`src/rtl/rr_resp_arbiter_s2m_if.sv`:
```
// R-channel bundle between 3 slave ports and 3 masters, plus arbiter status.
// slave modport is the arbiter's view; master modport is the surrounding fabric's view.
interface rr_resp_arbiter_s2m_if #(
  parameter int DATA_W = 32,
  parameter int ID_W   = 4
);
  logic [2:0]          s_rvalid;
  logic [2:0]          s_rready;
  logic [3*DATA_W-1:0] s_rdata;
  logic [3*ID_W-1:0]   s_rid;
  logic [5:0]          s_rresp;
  logic [2:0]          s_rlast;
  logic [2:0]          m_rvalid;
  logic [2:0]          m_rready;
  logic [DATA_W-1:0]   m_rdata;
  logic [ID_W-1:0]     m_rid;
  logic [1:0]          m_rresp;
  logic                m_rlast;
  logic [2:0]          sel;
  logic                err_drop;

  modport slave (
    input  s_rvalid, s_rdata, s_rid, s_rresp, s_rlast, m_rready,
    output s_rready, m_rvalid, m_rdata, m_rid, m_rresp, m_rlast, sel, err_drop
  );

  modport master (
    output s_rvalid, s_rdata, s_rid, s_rresp, s_rlast, m_rready,
    input  s_rready, m_rvalid, m_rdata, m_rid, m_rresp, m_rlast, sel, err_drop
  );
endinterface

```
`src/rtl/rr_resp_arbiter_s2m.sv`:
```
// Round-robin R-burst arbiter, 3 slaves -> 3 masters routed by RID top bits; grant locked until RLAST.
// Latency: 1 idle cycle per burst, then 0-cycle pass-through; m_rready low stalls the granted slave.
module rr_resp_arbiter_s2m #(
  parameter int DATA_W = 32,
  parameter int ID_W   = 4
) (
  input  logic                 clk,
  input  logic                 rst_n,
  rr_resp_arbiter_s2m_if.slave bus
);
  typedef enum logic {ST_IDLE = 1'b0, ST_BURST = 1'b1} state_t;

  state_t      r_state, w_state_nxt;
  logic [2:0]  r_grant, w_grant_nxt;
  logic [2:0]  r_last_winner, w_last_nxt;
  logic [1:0]  r_dest, w_dest_nxt;

  // Slot 3 is a zero pad so 2-bit indices never select outside the arrays.
  logic [DATA_W-1:0] w_data [4];
  logic [ID_W-1:0]   w_rid  [4];
  logic [1:0]        w_resp [4];
  logic [3:0]        w_vld_x, w_last_x, w_m_rdy_x;

  for (genvar k = 0; k < 3; k++) begin : g_unpack
    assign w_data[k] = bus.s_rdata[k*DATA_W +: DATA_W];
    assign w_rid[k]  = bus.s_rid[k*ID_W +: ID_W];
    assign w_resp[k] = bus.s_rresp[2*k +: 2];
  end
  assign w_data[3]  = '0;
  assign w_rid[3]   = '0;
  assign w_resp[3]  = '0;
  assign w_vld_x    = {1'b0, bus.s_rvalid};
  assign w_last_x   = {1'b0, bus.s_rlast};
  assign w_m_rdy_x  = {1'b0, bus.m_rready};

  logic [1:0] w_start, w_win_idx, w_g;
  logic       w_g_vld, w_g_rdy, w_xfer;

  always_comb begin
    case (r_last_winner)
      3'b001:  w_start = 2'd1;
      3'b010:  w_start = 2'd2;
      default: w_start = 2'd0;
    endcase
  end

  // Scan from the far end so the first requester after last_winner wins.
  always_comb begin
    w_win_idx = w_start;
    for (int k = 2; k >= 0; k--) begin
      if (w_vld_x[(int'(w_start) + k) % 3]) w_win_idx = 2'((int'(w_start) + k) % 3);
    end
  end

  assign w_g     = r_grant[2] ? 2'd2 : (r_grant[1] ? 2'd1 : 2'd0);
  assign w_g_vld = w_vld_x[w_g];

  logic [2:0]        w_s_rready, w_m_rvalid, w_sel;
  logic [DATA_W-1:0] w_m_rdata;
  logic [ID_W-1:0]   w_m_rid;
  logic [1:0]        w_m_rresp;
  logic              w_m_rlast, w_err;

  always_comb begin
    w_state_nxt = r_state;
    w_grant_nxt = r_grant;
    w_last_nxt  = r_last_winner;
    w_dest_nxt  = r_dest;
    w_s_rready  = '0;
    w_m_rvalid  = '0;
    w_sel       = '0;
    w_m_rdata   = '0;
    w_m_rid     = '0;
    w_m_rresp   = '0;
    w_m_rlast   = 1'b0;
    w_err       = 1'b0;
    w_g_rdy     = 1'b0;
    w_xfer      = 1'b0;
    case (r_state)
      ST_IDLE: begin
        if (|bus.s_rvalid) begin
          w_grant_nxt = 3'b001 << w_win_idx;
          w_dest_nxt  = w_rid[w_win_idx][ID_W-1 -: 2];
          w_state_nxt = ST_BURST;
        end
      end
      ST_BURST: begin
        w_sel     = r_grant;
        w_m_rdata = w_data[w_g];
        w_m_rid   = w_rid[w_g];
        w_m_rresp = w_resp[w_g];
        w_m_rlast = w_last_x[w_g];
        if (r_dest == 2'd3) begin
          // No master 3: sink the burst so the slave is not wedged.
          w_g_rdy = 1'b1;
          w_err   = w_g_vld;
        end else begin
          w_g_rdy    = w_m_rdy_x[r_dest];
          w_m_rvalid = {2'b00, w_g_vld} << r_dest;
        end
        w_s_rready = {2'b00, w_g_rdy} << w_g;
        w_xfer     = w_g_vld & w_g_rdy;
        if (w_xfer && w_last_x[w_g]) begin
          w_last_nxt  = r_grant;
          w_grant_nxt = '0;
          w_state_nxt = ST_IDLE;
        end
      end
      default: w_state_nxt = ST_IDLE;
    endcase
  end

  always_ff @(posedge clk) begin
    if (!rst_n) begin
      r_state       <= ST_IDLE;
      r_grant       <= '0;
      r_last_winner <= '0;
      r_dest        <= '0;
    end else begin
      r_state       <= w_state_nxt;
      r_grant       <= w_grant_nxt;
      r_last_winner <= w_last_nxt;
      r_dest        <= w_dest_nxt;
    end
  end

  assign bus.s_rready = w_s_rready;
  assign bus.m_rvalid = w_m_rvalid;
  assign bus.m_rdata  = w_m_rdata;
  assign bus.m_rid    = w_m_rid;
  assign bus.m_rresp  = w_m_rresp;
  assign bus.m_rlast  = w_m_rlast;
  assign bus.sel      = w_sel;
  assign bus.err_drop = w_err;
endmodule
```
`src/flat_wrapper.sv`:
```
// flat-port wrapper written by rule: the top's interface ports become plain ports
module rr_resp_arbiter_s2m_flat 
#(
  parameter int DATA_W = 32,
  parameter int ID_W   = 4
)
  (clk, rst_n, bus_s_rvalid, bus_s_rdata, bus_s_rid, bus_s_rresp, bus_s_rlast, bus_m_rready, bus_s_rready, bus_m_rvalid, bus_m_rdata, bus_m_rid, bus_m_rresp, bus_m_rlast, bus_sel, bus_err_drop);
  rr_resp_arbiter_s2m_if #(.DATA_W(DATA_W), .ID_W(ID_W)) bus_i ();
  input  logic clk;
  input  logic rst_n;
  input wire logic [$bits(bus_i.s_rvalid)-1:0] bus_s_rvalid;
  input wire logic [$bits(bus_i.s_rdata)-1:0] bus_s_rdata;
  input wire logic [$bits(bus_i.s_rid)-1:0] bus_s_rid;
  input wire logic [$bits(bus_i.s_rresp)-1:0] bus_s_rresp;
  input wire logic [$bits(bus_i.s_rlast)-1:0] bus_s_rlast;
  input wire logic [$bits(bus_i.m_rready)-1:0] bus_m_rready;
  output wire logic [$bits(bus_i.s_rready)-1:0] bus_s_rready;
  output wire logic [$bits(bus_i.m_rvalid)-1:0] bus_m_rvalid;
  output wire logic [$bits(bus_i.m_rdata)-1:0] bus_m_rdata;
  output wire logic [$bits(bus_i.m_rid)-1:0] bus_m_rid;
  output wire logic [$bits(bus_i.m_rresp)-1:0] bus_m_rresp;
  output wire logic [$bits(bus_i.m_rlast)-1:0] bus_m_rlast;
  output wire logic [$bits(bus_i.sel)-1:0] bus_sel;
  output wire logic [$bits(bus_i.err_drop)-1:0] bus_err_drop;
  assign bus_i.s_rvalid = bus_s_rvalid;
  assign bus_i.s_rdata = bus_s_rdata;
  assign bus_i.s_rid = bus_s_rid;
  assign bus_i.s_rresp = bus_s_rresp;
  assign bus_i.s_rlast = bus_s_rlast;
  assign bus_i.m_rready = bus_m_rready;
  assign bus_s_rready = bus_i.s_rready;
  assign bus_m_rvalid = bus_i.m_rvalid;
  assign bus_m_rdata = bus_i.m_rdata;
  assign bus_m_rid = bus_i.m_rid;
  assign bus_m_rresp = bus_i.m_rresp;
  assign bus_m_rlast = bus_i.m_rlast;
  assign bus_sel = bus_i.sel;
  assign bus_err_drop = bus_i.err_drop;
  rr_resp_arbiter_s2m #(.DATA_W(DATA_W), .ID_W(ID_W)) u_core (.clk(clk), .rst_n(rst_n), .bus(bus_i));
endmodule
```
`config.mk`:
```
export PLATFORM = sky130hd
export DESIGN_NAME = rr_resp_arbiter_s2m_flat
export DESIGN_NICKNAME = d
export VERILOG_FILES = /design/src/rtl/rr_resp_arbiter_s2m_if.sv /design/src/rtl/rr_resp_arbiter_s2m.sv /design/src/flat_wrapper.sv
export SDC_FILE = /design/constraint.sdc
export NUM_CORES = 1
export LEC_CHECK = 0
export ABC_AREA = 1
export CAP_MARGIN = 20
export CORE_AREA = 2 2 82 84
export CTS_BUF_LIST = sky130_fd_sc_hd__clkbuf_8
export DETAILED_ROUTE_END_ITERATION = 12
export DIE_AREA = 0 0 84 86
export GPL_ROUTABILITY_DRIVEN = 0
export PLACE_DENSITY = 0.77
export SLEW_MARGIN = 20
export SYNTH_ARGS = -nofsm -noshare
export SYNTH_HDL_FRONTEND = slang
export SYNTH_SLANG_ARGS = --single-unit
```
`constraint.sdc`:
```
create_clock -name clk -period 1.7 [get_ports clk]
set_input_delay 0.34 -clock clk [delete_from_list [all_inputs] [get_ports clk]]
set_output_delay 0.34 -clock clk [all_outputs]
set_load 0.01 [all_outputs]
```
# Word-level counts from Yosys, hierarchy flattened
# Index checks and enable logic that the tools add are counted.
# op_classes
magnitude_cmp	7
bitwise_logic	4
n_reduce_logical	5
div_mod_pow	3
eq_ne	5
n_addsub	2
shift	3
n_mux	51
# op_table
operator	n
32-bit by 4-bit < comparator with 1-bit output, second input constant	3
32-bit 2-to-1 mux	3
32-bit binary-select mux with 2-bit select	1
32-bit by 3-bit remainder unit with 32-bit output, second input constant	2
3-bit by 3-bit remainder unit with 32-bit output, second input constant	1
4-bit 2-to-1 mux	5
3-bit 2-to-1 mux	6
1-bit 2-to-1 mux	17
4-bit binary-select mux with 2-bit select	2
2-bit 2-to-1 mux	7
1-bit binary-select mux with 2-bit select	6
3-bit greater-or-equal comparator, second input constant	2
2-bit by 3-bit < comparator with 1-bit output, second input constant	2
2-bit NOT with 3-bit output	2
3-bit case mux with 2 select lines	1
2-bit AND reduction	3
1-bit by 2-bit << shifter with 3-bit output	2
2-bit binary-select mux with 2-bit select	1
2-bit case mux with 2 select lines	1
2-bit by 1-bit adder with 3-bit output, second input constant	1
2-bit by 2-bit adder with 3-bit output, second input constant	1
3-bit by 1-bit equality test with 1-bit output, second input constant	1
3-bit by 2-bit equality test with 1-bit output, second input constant	1
3-bit OR reduction	1
other kinds (8)	8
# word_totals
output_inout_bits	49
input_bits	125
ff_bits	9

# Depth between registers and ports, before layout
# Gate-level depths: netlist (run 1).
# depth
ltp_word	14
depth_mapped	17
mapped_depth_nobuf	17

# Least setup slack after synthesis (run 1)
# OpenSTA, ideal clock, no wires.
# synth_path
path_kind	flip-flop to flip-flop
from	reg u_core.r_last_winner[1]
to	reg u_core.r_dest[0]
setup_ps	121
n_path_buf	0
slack_ps	-39
required_ps	1579
stages_incl_launch_ff	15
arrival_time_ps	1618
path_cell_list	dfxtp_1 > inv_1 > nor2_1 > nand2_1 > ha_1 > o211ai_1 > nand2_1 > inv_2 > nand2_1 > nand2_1 > nand2_2 > nand2_1 > nand2_1 > nand3_1 > a21oi_1
# synth_between
elab_chain_len	14
elab_cells_between_ends	24
cone_classes	add/sub: 2; div: 3; eq/ne: 2; mux: 16; bitwise: 1
# synth_lines
item	line	text
start, declared	rr_resp_arbiter_s2m.sv:15	logic [2:0] r_last_winner, w_last_nxt;
start signal, assigned	rr_resp_arbiter_s2m.sv:122	r_last_winner <= w_last_nxt;
3-bit by 2-bit equality test with 1-bit output / 3-bit by 1-bit equality test with 1-bit output (equally long branches)	rr_resp_arbiter_s2m.sv:40	case (r_last_winner)
2-bit case mux with 2 select lines *	rr_resp_arbiter_s2m.sv:40	
2-bit by 2-bit adder with 3-bit output	rr_resp_arbiter_s2m.sv:51	if (w_vld_x[(int'(w_start) + k) % 3]) w_win_idx = 2'((int'(w_start) + k) % 3);
32-bit by 3-bit remainder unit with 32-bit output	rr_resp_arbiter_s2m.sv:51	
1-bit binary-select mux with 2-bit select	rr_resp_arbiter_s2m.sv:51	
1-bit 2-to-1 mux (implied by the code) (2 in a row)	rr_resp_arbiter_s2m.sv:51	
2-bit 2-to-1 mux (2 in a row)	rr_resp_arbiter_s2m.sv:51	
2-bit 2-to-1 mux *	rr_resp_arbiter_s2m.sv:51	
2-bit NOT with 3-bit output (implied by the code) *	rr_resp_arbiter_s2m.sv:83	w_dest_nxt = w_rid[w_win_idx][ID_W-1 -: 2];
4-bit binary-select mux with 2-bit select *	rr_resp_arbiter_s2m.sv:83	
4-bit 2-to-1 mux (implied by the code) * (2 in a row)	rr_resp_arbiter_s2m.sv:83	
end signal, assigned	rr_resp_arbiter_s2m.sv:123	r_dest <= w_dest_nxt;
end, declared	rr_resp_arbiter_s2m.sv:16	logic [1:0] r_dest, w_dest_nxt;
# Mark *: on every way between the ends. The rest lies on a longest branch, timed or not. The select of a mux whose other input is x is not followed.
# A chain may end at the register's enable or synchronous reset.

# Final worst setup path (run 1)
# layout_path
from	reg u_core.r_grant[1]
to	out bus_m_rdata[0]
# layout_between
elab_chain_len	7
# layout_lines
item	line	text
start, declared	rr_resp_arbiter_s2m.sv:14	logic [2:0] r_grant, w_grant_nxt;
start signal, assigned	rr_resp_arbiter_s2m.sv:121	r_grant <= w_grant_nxt;
1-bit 2-to-1 mux	rr_resp_arbiter_s2m.sv:55	assign w_g = r_grant[2] ? 2'd2 : (r_grant[1] ? 2'd1 : 2'd0);
2-bit 2-to-1 mux	rr_resp_arbiter_s2m.sv:55	
2-bit NOT with 3-bit output (implied by the code)	rr_resp_arbiter_s2m.sv:89	w_m_rdata = w_data[w_g];
32-bit binary-select mux with 2-bit select	rr_resp_arbiter_s2m.sv:89	
32-bit 2-to-1 mux (implied by the code) (2 in a row)	rr_resp_arbiter_s2m.sv:89	
32-bit 2-to-1 mux	rr_resp_arbiter_s2m.sv:79	case (r_state)
end, declared	flat_wrapper.sv:19	output wire logic [$bits(bus_i.m_rdata)-1:0] bus_m_rdata;
# No other way between the ends. The select of a mux whose other input is x is not followed.

==> results of run 1 <==
per-stage QoR:
step	util (%)	setup slack [ps]	instances	setup TNS (ps)
finish	71.3	-172	620	-2990
global route	71.3	-266	619	-6300
detailed placement	59.4	-757	586	-15990
global placement	59.4	-731	586	-15070
floorplan	-	8.27	316	0
CTS	64.6	-149	607	-2410
state kept, by name, indices dropped and copies added, names as in the netlist:
signal                count
u_core.r_grant            3
u_core.r_last_winner      3
u_core.r_dest             2
u_core.r_state            1
worst min-delay path, stage by stage, from the launching register on:
cell and delay, ps:
dfxtp_1 330, nand2_1 70, a21oi_1 50
layer usage:
layer	global-route usage (%)	vias up	wire length (um)	part of all wire (%)
met1	28.6	1403	3890	38
met4	3.96	0	152	1.5
li1	-	1501	-	-
met3	4.04	16	565	5.6
met2	49.2	112	5560	55
met5	0	-	0	0
path summary, 6_finish.rpt:
check,start,cells after the start,slack (ps),end
worst max register to register,u_core.r_last_winner[1],15,-160,u_core.r_dest[0]
worst min register to register,u_core.r_grant[0],2,500,u_core.r_grant[0]
worst min-delay path,u_core.r_grant[0],2,500,u_core.r_grant[0]
worst max-delay path,u_core.r_grant[1],7,-170,bus_m_rdata[0]
cell usage in the layout, fill, tap and decap left out, types with 3 or more instances in the layout:
master and count:
o21ai_1 38, nand3_1 8, clkbuf_8 3, nand3_2 9, nor2_4 19, buf_12 13
dfxtp_1 3, nand2_1 66, a21oi_1 5, nor2_2 15, nor3_1 3, buf_6 9
dlygate4sd2_1 7, clkdlybuf4s50_1 120, inv_2 11, nand2_2 14, buf_2 44, inv_1 19
o21ai_2 33, dfxtp_2 5, o21ai_0 12, nor2_1 14, o211ai_1 3, buf_4 36
buf_16 3, clkbuf_16 4
power by group:
part / total [uW] / leakage, uW / switching, uW / internal, uW
Clock: 244 / 0.0000269 / 87.0 / 157
Combinational: 1930 / 0.00184 / 906 / 1030
Sequential: 276 / 0.0000764 / 33.8 / 242
Total: 2450 / 0.00194 / 1030 / 1420
cell families after synthesis:
family / count (synthesis) / share of synthesized area (%)
fa+ha+maj: 4 / 3.10
flops: 9 / 11.2
simple gates: 155 / 40.4
compound gates: 98 / 32.8
buf+inv: 50 / 12.5
layout make-up:
type	instances	area, sq um	area share [%]
clock buffer	3	41.3	0.922
antenna	1	2.50	0.0559
multi-input combinational	257	1670	37.3
sequential	9	190	4.25
timing repair buffer	239	2340	52.2
clock inverter	1	3.75	0.0838
inverter	33	138	3.07
tap	77	96.3	2.15
what timing repair did:
action                     4_1_cts  5_1_grt
resized for setup              278      131
gates cloned                     4        4
setup buffers                   13        9
pin swaps                       32       49
setup endpoints to repair       54       54
==> metrics.cfg, run 1 <==
[status]
outcome=finished with violations
violations=setup timing

[cts]
hold_buffers=0
cts_tree=yes
root_buffer=clkbuf_8
cts_buffers=3
clk_pin_slew_ps=40
clock_path_buffers=2
h-tree-depth=1
clk_latency_ps=240
cts_num_sinks=9

[setup_path]
path_class=flop to output port
cp.required_ps=1360
crit_path_frequent_cell=buf_12
crit_family=buffers and inverters
crit_fanout=6
crit_buf_inv=5
worstSetupStartpointType=flop
crit_path_top_delay_cell=dfxtp_4
slowest_delay_ps=400
crit_chain=clkinvlp_4 > buf_12 > buf_12 > buf_12 > nor2_4 > o21ai_2 > buf_2
cp-end-kind=output port
cp_data_arrival_time_ps=1530

[die]
io-pin-count=174
die_x_um=84
start_util_pct=25.7
rows=29
core_sq_um=6280
die_h_um=86
die-area_sq_um=7220

[placed_design]
port_buffers=173
dp_hpwl_um=6760
place_area_sq_um=3730

[route]
avgRoutedWirePerCell_um=16.4
vias_per_cell=4.89
wl_um=10200
initialDrtViolationCount=95
dr.pass1.iters=4
via_count=3032
remaining_drc_errors=0
ant_nets=0

[synth]
synth_top_area_cell=o21ai_0
yosys.cell_types.count=25
synth.avg_cell_area_sq_um=5.11
ys_seq_area_share_pct=11.2
synth_area_sq_um=1620
ys_ff_latch=9
syn_inst=316
yosysTopAreaCellShare_pct=21.7
synth.most_common_cell=nand2_1
synth_fp_nets=445
synth_flop_cell=dfxtp_1
yosys-top-cells-count=77 x nand2_1, 70 x o21ai_0, 47 x nor2_1
async_flop_share_pct=0
ys_warn_count=0
synthTopCellsByArea=o21ai_0 22%, nand2_1 18%, dfxtp_1 11%, nor2_1 11%, inv_1 5.8%
synth_edf_count=0

[sta]
rsz0062_at_grt=true
final.min_clock_period_ps=1870
finalWorstSetupSlack_ps=-172
drv_slew=0
timing.fmax_mhz=534
slew_headroom_pct=80.3
clock_skew_ps=3.12
timing.hold.ws_ps=501
tightest_slew_ps=294
fin_crit_sh_pct=110
setup_viol=48
hold_viol=0

[finish]
nets=672
drive_gt1_share_pct=44.1
stdcell_area_sq_um=4480
nFillCells=484
syn2layout_area_growth_pct=177

[global_route]
grt_pass1_vias=2894
grt_usage_pct=25.0
antenna_found_initial=0
grt_max_degree=28
grt_pass1_wl_um=14600
grt_overflow=0

[power_and_ir_drop]
power_uw=2450
ir_drop_uv=634
p_leak_uw=0.00194
power_density_nw_per_um2=547

[run]
drv_cap=0

[min_path]
min_path_type=flop to flop

Note: power is estimated with default switching activity, not from simulation.
==> run 2, diff against run 1 <==
--- a/config.mk
+++ b/config.mk
@@ -7,12 +7,12 @@
 export LEC_CHECK = 0
 export ABC_AREA = 1
 export CAP_MARGIN = 20
-export CORE_AREA = 2 2 82 84
+export CORE_AREA = 2 2 68 70
 export CTS_BUF_LIST = sky130_fd_sc_hd__clkbuf_8
 export DETAILED_ROUTE_END_ITERATION = 12
-export DIE_AREA = 0 0 84 86
+export DIE_AREA = 0 0 70 72
+export DONT_BUFFER_PORTS = 1
 export GPL_ROUTABILITY_DRIVEN = 0
-export PLACE_DENSITY = 0.77
 export SLEW_MARGIN = 20
 export SYNTH_ARGS = -nofsm -noshare
 export SYNTH_HDL_FRONTEND = slang
==> metrics.cfg, run 2 (same netlist as run 1, synthesis figures left out) <==
[global_route]
grt_pass1_vias=1845  ; -36%
met3_usage_pct=7.50  ; +3.5 points
grt_max_degree=24  ; -14%
grt_pass1_wl_um=8540  ; -42%
grt-busiest-layer=met2
antenna_found_initial=2  ; +2
grt_usage_pct=20.9  ; -4.1 points
met2_usage_pct=37.4  ; -12 points
grtUsageMet1_pct=24.2  ; -4.5 points
grt_overflow=0  ; unchanged

[die]
die_h_um=72  ; -16%
core_sq_um=4260  ; -32%
io-pin-count=174  ; unchanged
rows=24  ; -17%
start_util_pct=37.9  ; +12 points
die-area_sq_um=5040  ; -30%
die_x_um=70  ; -17%

[cts]
cts_tree=yes
hold_buffers=0  ; unchanged
cts_buffers=3  ; unchanged
cts_num_sinks=9  ; unchanged
clk_pin_slew_ps=40  ; about the same
clock_path_buffers=2  ; unchanged
clk_latency_ps=240  ; about the same
root_buffer=clkbuf_8
h-tree-depth=1  ; unchanged

[setup_path]
slowest_delay_ps=360  ; -40 ps
cp.required_ps=1360  ; about the same
worstSetupStartpointType=flop
crit_path_top_delay_cell=dfxtp_2
crit_path_frequent_cell=o21ai_2
path_class=flop to output port
crit_fanout=4  ; -2
cp-end-kind=output port
crit_chain=inv_4 > nor2_4 > buf_6 > clkbuf_16 > o21ai_2 > o21ai_2 > buf_4
cp_data_arrival_time_ps=1460  ; -70 ps

[placed_design]
port_buffers=0  ; -100%
placed_cells=383  ; -35%
dp_hpwl_um=4720  ; -30%
place_area_sq_um=1880  ; -50%

[sta]
rsz0062_at_grt=true
finalWorstSetupSlack_ps=-102  ; +69.9 ps
timing.hold.ws_ps=248  ; -253 ps
hold_viol=0  ; unchanged
final.min_clock_period_ps=1800  ; -69.9 ps
drv_slew=0  ; unchanged
slew_headroom_pct=78.7  ; -1.6 points
setup_viol=27  ; -44%
fin_crit_sh_pct=106  ; -4.1 points
tns_ps=-1130  ; +1870 ps
timing.fmax_mhz=555  ; +3.9%
tightest_slew_ps=320  ; +25.8 ps
clock_skew_ps=1.56  ; -1.56 ps

[route]
avgRoutedWirePerCell_um=17.3  ; +5.6%
wl_um=7050  ; -31%
vias_per_cell=5.68  ; +16%
ant_nets=0  ; unchanged
via_count=2311  ; -24%
remaining_drc_errors=0  ; unchanged
initialDrtViolationCount=142  ; +49%
dr.pass1.iters=4  ; unchanged

[power_and_ir_drop]
power_uw=1780  ; -27%
p_leak_uw=0.00112  ; -42%
power_density_nw_per_um2=677  ; +24%
ir_drop_uv=492  ; -22%

[status]
outcome=finished with violations
violations=setup timing

[finish]
diodes=0  ; -1
final_cells=407  ; -34%
final_cell_mix=69 x nand2_1, 61 x o21ai_2, 45 x nor2_1
top_regs=u_core.r_grant x3, u_core.r_last_winner x3, u_core.r_dest x2
nets=485  ; -28%
nFillCells=391  ; -19%
drive_gt1_share_pct=48.2  ; +4.1 points
syn2layout_area_growth_pct=62.8
final_common_cell=nand2_1
stdcell_area_sq_um=2630  ; -41%

[min_path]
min_path_type=input pin to flop

[run]
drv_cap=0  ; unchanged

==> run 2: routing by layer <==
layer	vias to the layer above	wire length, um
met4	4	154
met5	-	23
met2	110	3680
met1	1056	2530
met3	20	655
li1	1121	-
==> run 2: repair_timing <==
item | CTS | global route
cloned | 2 | 5
pin swaps | 5 | 45
buffers inserted | 3 | 11
endpoints found under the setup margin | 49 | 53
gates resized for setup | 49 | 146
==> run 2: cell type report <==
class                           instances  area (sq um)  share of cell area [%]
Tap cell                               52          65.1                    2.47
Sequential cell                         9           186                    7.09
Clock inverter                          1          3.75                   0.143
Multi-Input combinational cell        257          1640                    62.4
Inverter                               33           134                    5.09
Clock buffer                            3          41.3                    1.57
Timing Repair Buffer                   52           558                    21.2
==> run 2: path summary, 6_finish.rpt <==
kind	startpoint	endpoint	slack (ps)	cells after the start
setup / recovery	u_core.r_state	bus_m_rdata[4]	-100	7
hold / removal	rst_n	u_core.r_last_winner[2]	250	2
setup reg to reg	u_core.r_last_winner[1]	u_core.r_dest[1]	-70	14
hold reg to reg	u_core.r_grant[0]	u_core.r_grant[0]	520	2
==> run 2: stage by stage <==
step           setup WS (ps)  util (%)
3_5_place_dp            -191      44.1
4_1_cts                -88.0      48.4
6_report                -102      61.7
5_1_grt                 -222      61.7
2_1_floorplan           8.27         -
3_3_place_gp            -108      44.1
==> run 2: critical path: cells and delay by family, from the launching register on <==
family	cells	cell delay (ps)
buffers and inverters	4	510
flip-flops	1	360
AO/OA/AOI/OAI	2	200
AND/OR/NAND/NOR	1	160
==> run 2: power by group <==
part | internal [uW] | total, uW | switching [uW]
Clock | 158 | 248 | 90.4
Combinational | 540 | 1250 | 711
Sequential | 241 | 281 | 39.9
==> variant 1 (flow settings as in run 2) <==
`ID_W` is set to 4 in 3 places; all go to 6.
--- a/src/rtl/rr_resp_arbiter_s2m_if.sv
+++ b/src/rtl/rr_resp_arbiter_s2m_if.sv
@@ -3,5 +3,5 @@
 interface rr_resp_arbiter_s2m_if #(
   parameter int DATA_W = 32,
-  parameter int ID_W   = 4
+  parameter int ID_W   = 6
 );
   logic [2:0]          s_rvalid;
--- a/src/rtl/rr_resp_arbiter_s2m.sv
+++ b/src/rtl/rr_resp_arbiter_s2m.sv
@@ -3,5 +3,5 @@
 module rr_resp_arbiter_s2m #(
   parameter int DATA_W = 32,
-  parameter int ID_W   = 4
+  parameter int ID_W   = 6
 ) (
   input  logic                 clk,
--- a/src/flat_wrapper.sv
+++ b/src/flat_wrapper.sv
@@ -3,5 +3,5 @@
 #(
   parameter int DATA_W = 32,
-  parameter int ID_W   = 4
+  parameter int ID_W   = 6
 )
   (clk, rst_n, bus_s_rvalid, bus_s_rdata, bus_s_rid, bus_s_rresp, bus_s_rlast, bus_m_rready, bus_s_rready, bus_m_rvalid, bus_m_rdata, bus_m_rid, bus_m_rresp, bus_m_rlast, bus_sel, bus_err_drop);
Interface: changed (resized bus_m_rid and bus_s_rid); port bits go from 174 to 182. No check against the original RTL was run, so the function may have changed too.
==> variant 1 against run 2 <==
  * Sequential power decreased by 2%
  * Synthesized cell count up 4.1%
  * Synthesized area grew 4.7%
  * Sequential share of layout area is 0.13 points lower
  * Final area rose by 4.7%
  * The run still ends with setup timing left
  * Sequential cell count did not move
  * Core utilization increased by 2.9 points
  * Setup slack got worse by 0.027 ns
  * Wire length rose by 6.6%
  * Total power shrank 0.54%
==> variant 1: results (changes against run 2) <==
[status]
status=finished, violations left
violations=setup timing

[finish]
final_nets=498  ; +2.7%
drive_gt1_frac=0.536  ; +0.0542
n_fill_cell=365  ; -6.6%

[grt]
grt_use_met1=0.288  ; +0.0462
grt_pass1_wl_um=10200  ; +20%
grt_use_met2=0.435  ; +0.0614
antenna_found_initial=0  ; -2

[critical_path]
crit_fanout=5  ; +1
crit_arrival_ns=2.00  ; +0.54 ns
slowest_delay_ns=0.33  ; -0.03 ns
reg2reg_to=u_core.r_grant[0]
crit_family=simple AND/OR/NAND/NOR gates
worst_r2r_path_depth=13  ; -1

[pwr]
power_leakage_uw=0.00113  ; +0.94%

[timing]
setup_ws_ns=-0.129  ; -0.0271 ns
finClkSkew_ns=0.00235  ; +0.000785 ns
setup-tns-final_ns=-0.825  ; +0.302 ns
whs_ns=0.233  ; -0.0150 ns
setup_viol=16  ; -41%

[routing]
routed_wl_um=7510  ; +6.6%
dr.first_iter.drc_count=77  ; -46%

[yosys]
yosys-top-cells-area=o21ai_0 (19%), nand2_1 (17%), dfxtp_1 (11%), nor2_1 (11%), nand3_1 (5.6%)
syn_avg_cell_area_um2=5.14  ; +0.59%
synth_common_cells=nand2_1 (78), o21ai_0 (65), nor2_1 (48)

[placed_design]
placedCellCount=392  ; +2.3%

variant 1: worst max-delay path by stage:
stage / startpoint / end / slack [ns]
after CTS: u_core.r_last_winner[1] / u_core.r_dest[0] / -0.06
after floorplan: u_core.r_last_winner[1] / u_core.r_dest[0] / 0.02
after detailed placement: u_core.r_last_winner[1] / u_core.r_dest[0] / -0.17
final: u_core.r_last_winner[1] / u_core.r_grant[0] / -0.13
after global routing: u_core.r_last_winner[1] / u_core.r_grant[0] / -0.25
after global placement: u_core.r_last_winner[1] / u_core.r_dest[1] / -0.1
variant 1: power breakdown:
| part | leakage [µW] | total [µW] | internal [µW] | switching (µW) |
|---|---|---|---|---|
| Combinational | 0.00103 | 1240 | 520 | 725 |
| Clock | 0.0000269 | 251 | 158 | 92.7 |
| Sequential | 0.0000763 | 274 | 235 | 38.8 |
variant 1: kinds of logic (layout without fill, tap and decap cells):
kind of cell	after synthesis	after routing	share of synthesized area
buffers and inverters	52	85	0.123
adders and majority gates	4	4	0.0296
AOI/OAI and AO/OA	101	101	0.327
and+or+nand+nor	163	163	0.414
DFF	9	9	0.107
variant 1: per-stage QoR:
step | setup slack, ns | cell area [µm²] | total power, µW
after floorplan | 0.0185 | 1710 | 848
after global placement | -0.0967 | 1930 | 1050
after detailed placement | -0.173 | 1930 | 1060
after CTS | -0.0607 | 2270 | 1480
after global routing | -0.251 | 2750 | 1880
final | -0.129 | 2750 | 1770
variant 1: final cells by class:
class                   count  area share
clock buffers               3      0.0150
well taps                  52      0.0236
clock inverters             1     0.00136
multi-input cells         268       0.658
flip-flops and latches      9      0.0695
inverters                  35      0.0541
repair buffers             46       0.179
variant 1: per-layer routing:
layer	up-vias	wire [µm]	part of all wire
li1	1154	-	-
met2	119	3920	0.52
met3	13	663	0.088
met4	0	123	0.016
met1	1119	2810	0.37
met5	-	0	0
==> variant 2 (settings of run 2) <==
Without the edit above. Reset style: asynchronous (`rst_n`), changed in one clocked block.
--- a/src/rtl/rr_resp_arbiter_s2m.sv
+++ b/src/rtl/rr_resp_arbiter_s2m.sv
@@ -111,5 +111,5 @@
   end
 
-  always_ff @(posedge clk) begin
+  always_ff @(posedge clk or negedge rst_n) begin
     if (!rst_n) begin
       r_state       <= ST_IDLE;
Formal check against the unedited RTL: differs if rst_n is asserted again (counterexample within 4 cycles, from zero or initial values and one cycle with rst_n low); with rst_n held inactive, the same outputs for 4 cycles.
==> variant 2 against run 2 <==
  * The flow still finishes with violations (setup timing)
  * Sequential cell count stayed put
  * Synthesized area is 2.6% higher
  * Wire length is 5.2% lower
  * Register-to-register slack worse by 0.06 ns
  * Setup slack worse by 0.059 ns
  * Non-clock buffer count is 15 lower
  * Final area is 5.4% lower
  * Critical path type unchanged
Power is left out: it rests on default switching activity, and per cell area and clock period it moved more than threefold.
==> variant 2: results (changes against run 2) <==
[timing]
setup_viol=49  ; +81%
worstMarginPinSlew_ns=0.428  ; +0.108 ns
finClkSkew_ns=0.00590  ; +0.00433 ns
setup_ws_ns=-0.161  ; -0.0592 ns

[yosys]
yosysWarnings=0  ; unchanged
synthFlopType=dfrtp_1
syn_nets=443  ; -0.45%
yosys-top-cells-area=nand2_1 (18%), o21ai_0 (17%), dfrtp_1 (14%), nor2_1 (11%), o21ai_1 (8.2%)
async_flop_share=1.00  ; +1.00
synth_common_cells=nand2_1 (80), o21ai_0 (57), nor2_1 (47)
ys_seq_area_frac=0.136  ; +0.0244
synth_cell_types=26  ; +4.0%

[placed_design]
dpl_cell_area_um2=1900  ; +1.3%
port_buffers=0  ; unchanged
place_ws_ns=-0.186  ; +0.00577 ns
dp_hpwl_um=4850  ; +2.8%

[worst_hold_path]
hold_depth=4  ; +2
hold_path.class=in2reg

[routing]
avgViaCountPerCell=5.72  ; +0.80%
detail-route-antenna-nets=0  ; unchanged
dr.first_iter.drc_count=112  ; -21%
first_pass_iters=4  ; unchanged
routed_wl_um=6680  ; -5.2%

[cts]
cts_buffer_depth=2  ; unchanged
cts-buffers-inserted=3  ; unchanged
path_clk_slew_ns=0.05
cts_root_buf=clkbuf_8
cts_max_level=1  ; unchanged
clock_latency_ns=0.24  ; about the same

[grt]
grt_max_degree=33  ; +38%
antenna_found_initial=1  ; -1
grtUsageTotal=0.218  ; +0.00881
grt_pass1_wl_um=9080  ; +6.3%
first_global_vias=1900  ; +3.0%

[finish]
drive_gt1_frac=0.399  ; -0.0823
final_nets=468  ; -3.5%
reg_top3=u_core.r_grant x3, u_core.r_last_winner x3, u_core.r_dest x2

[status]
status=finished, violations left
violations=setup timing

[critical_path]
crit_fanout=3  ; -1
worst_r2r_path_depth=14  ; unchanged
crit_arrival_ns=1.52  ; +0.06 ns

[variant 2: cell count changes after synthesis, moves of 9 or more]
cell,before,now
dfxtp_1,9,0
o21ai_0,70,57
o21ai_1,13,27
dfrtp_1,0,9
[variant 2: stage by stage]
step / std cells / TNS (ns)
4_1_cts: 385 / -1.92
5_1_grt: 391 / -6.32
2_1_floorplan: 314 / 0
3_5_place_dp: 374 / -0.638
6_report: 391 / -2.56
3_3_place_gp: 374 / -0.329
[variant 2: layout make-up]
| type | count | area, µm² |
|---|---|---|
| clock inverters | 1 | 3.75 |
| diodes | 1 | 2.50 |
| clock buffers | 3 | 41.3 |
| multi-input cells | 255 | 1570 |
| fillers | 389 | 1780 |
| inverters | 33 | 129 |
| repair buffers | 37 | 454 |
| flip-flops and latches | 9 | 225 |
| well taps | 52 | 65.1 |
[variant 2: final timing paths]
kind | end | slack (ns) | start
min in group asynchronous | u_core.r_grant[0] | 0.48 | rst_n
hold reg to reg | u_core.r_last_winner[1] | 0.52 | u_core.r_last_winner[1]
max in group asynchronous | u_core.r_last_winner[2] | 0.92 | rst_n
setup reg to reg | u_core.r_dest[0] | -0.13 | u_core.r_last_winner[0]
setup / recovery | bus_s_rready[1] | -0.16 | u_core.r_grant[2]
hold / removal | u_core.r_dest[0] | 0.34 | bus_s_rid[2]
[variant 2: cell families after synthesis]
| family | Yosys count | synth area share |
|---|---|---|
| simple gates | 159 | 0.403 |
| flops | 9 | 0.136 |
| compound gates | 92 | 0.305 |
| buf+inv | 50 | 0.125 |
| fa+ha+maj | 4 | 0.0302 |
[variant 2: critical path: stages, from the launching register on]
cell and delay [ns]:
dfrtp_1 0.40, nor2_4 0.17, buf_12 0.12, buf_12 0.10, inv_2 0.03, or2_4 0.23, nor2_2 0.11, buf_4 0.12
[variant 2: what timing repair did]
item,4_1_cts,5_1_grt
buffers inserted,5,3
endpoints found under the hold margin,9,0
pin swaps,10,27
setup endpoints to repair,30,50
resized for setup,41,80
hold buffers,1,0
gates cloned,1,2
[variant 2: layer usage]
metal | vias to the layer above | GRT usage | part of all wire
li1 | 1069 | - | -
met1 | 1032 | 0.273 | 0.38
met2 | 127 | 0.385 | 0.53
met3 | 10 | 0.0556 | 0.084
met4 | 0 | 0.0363 | 0.011
met5 | - | 0 | 0
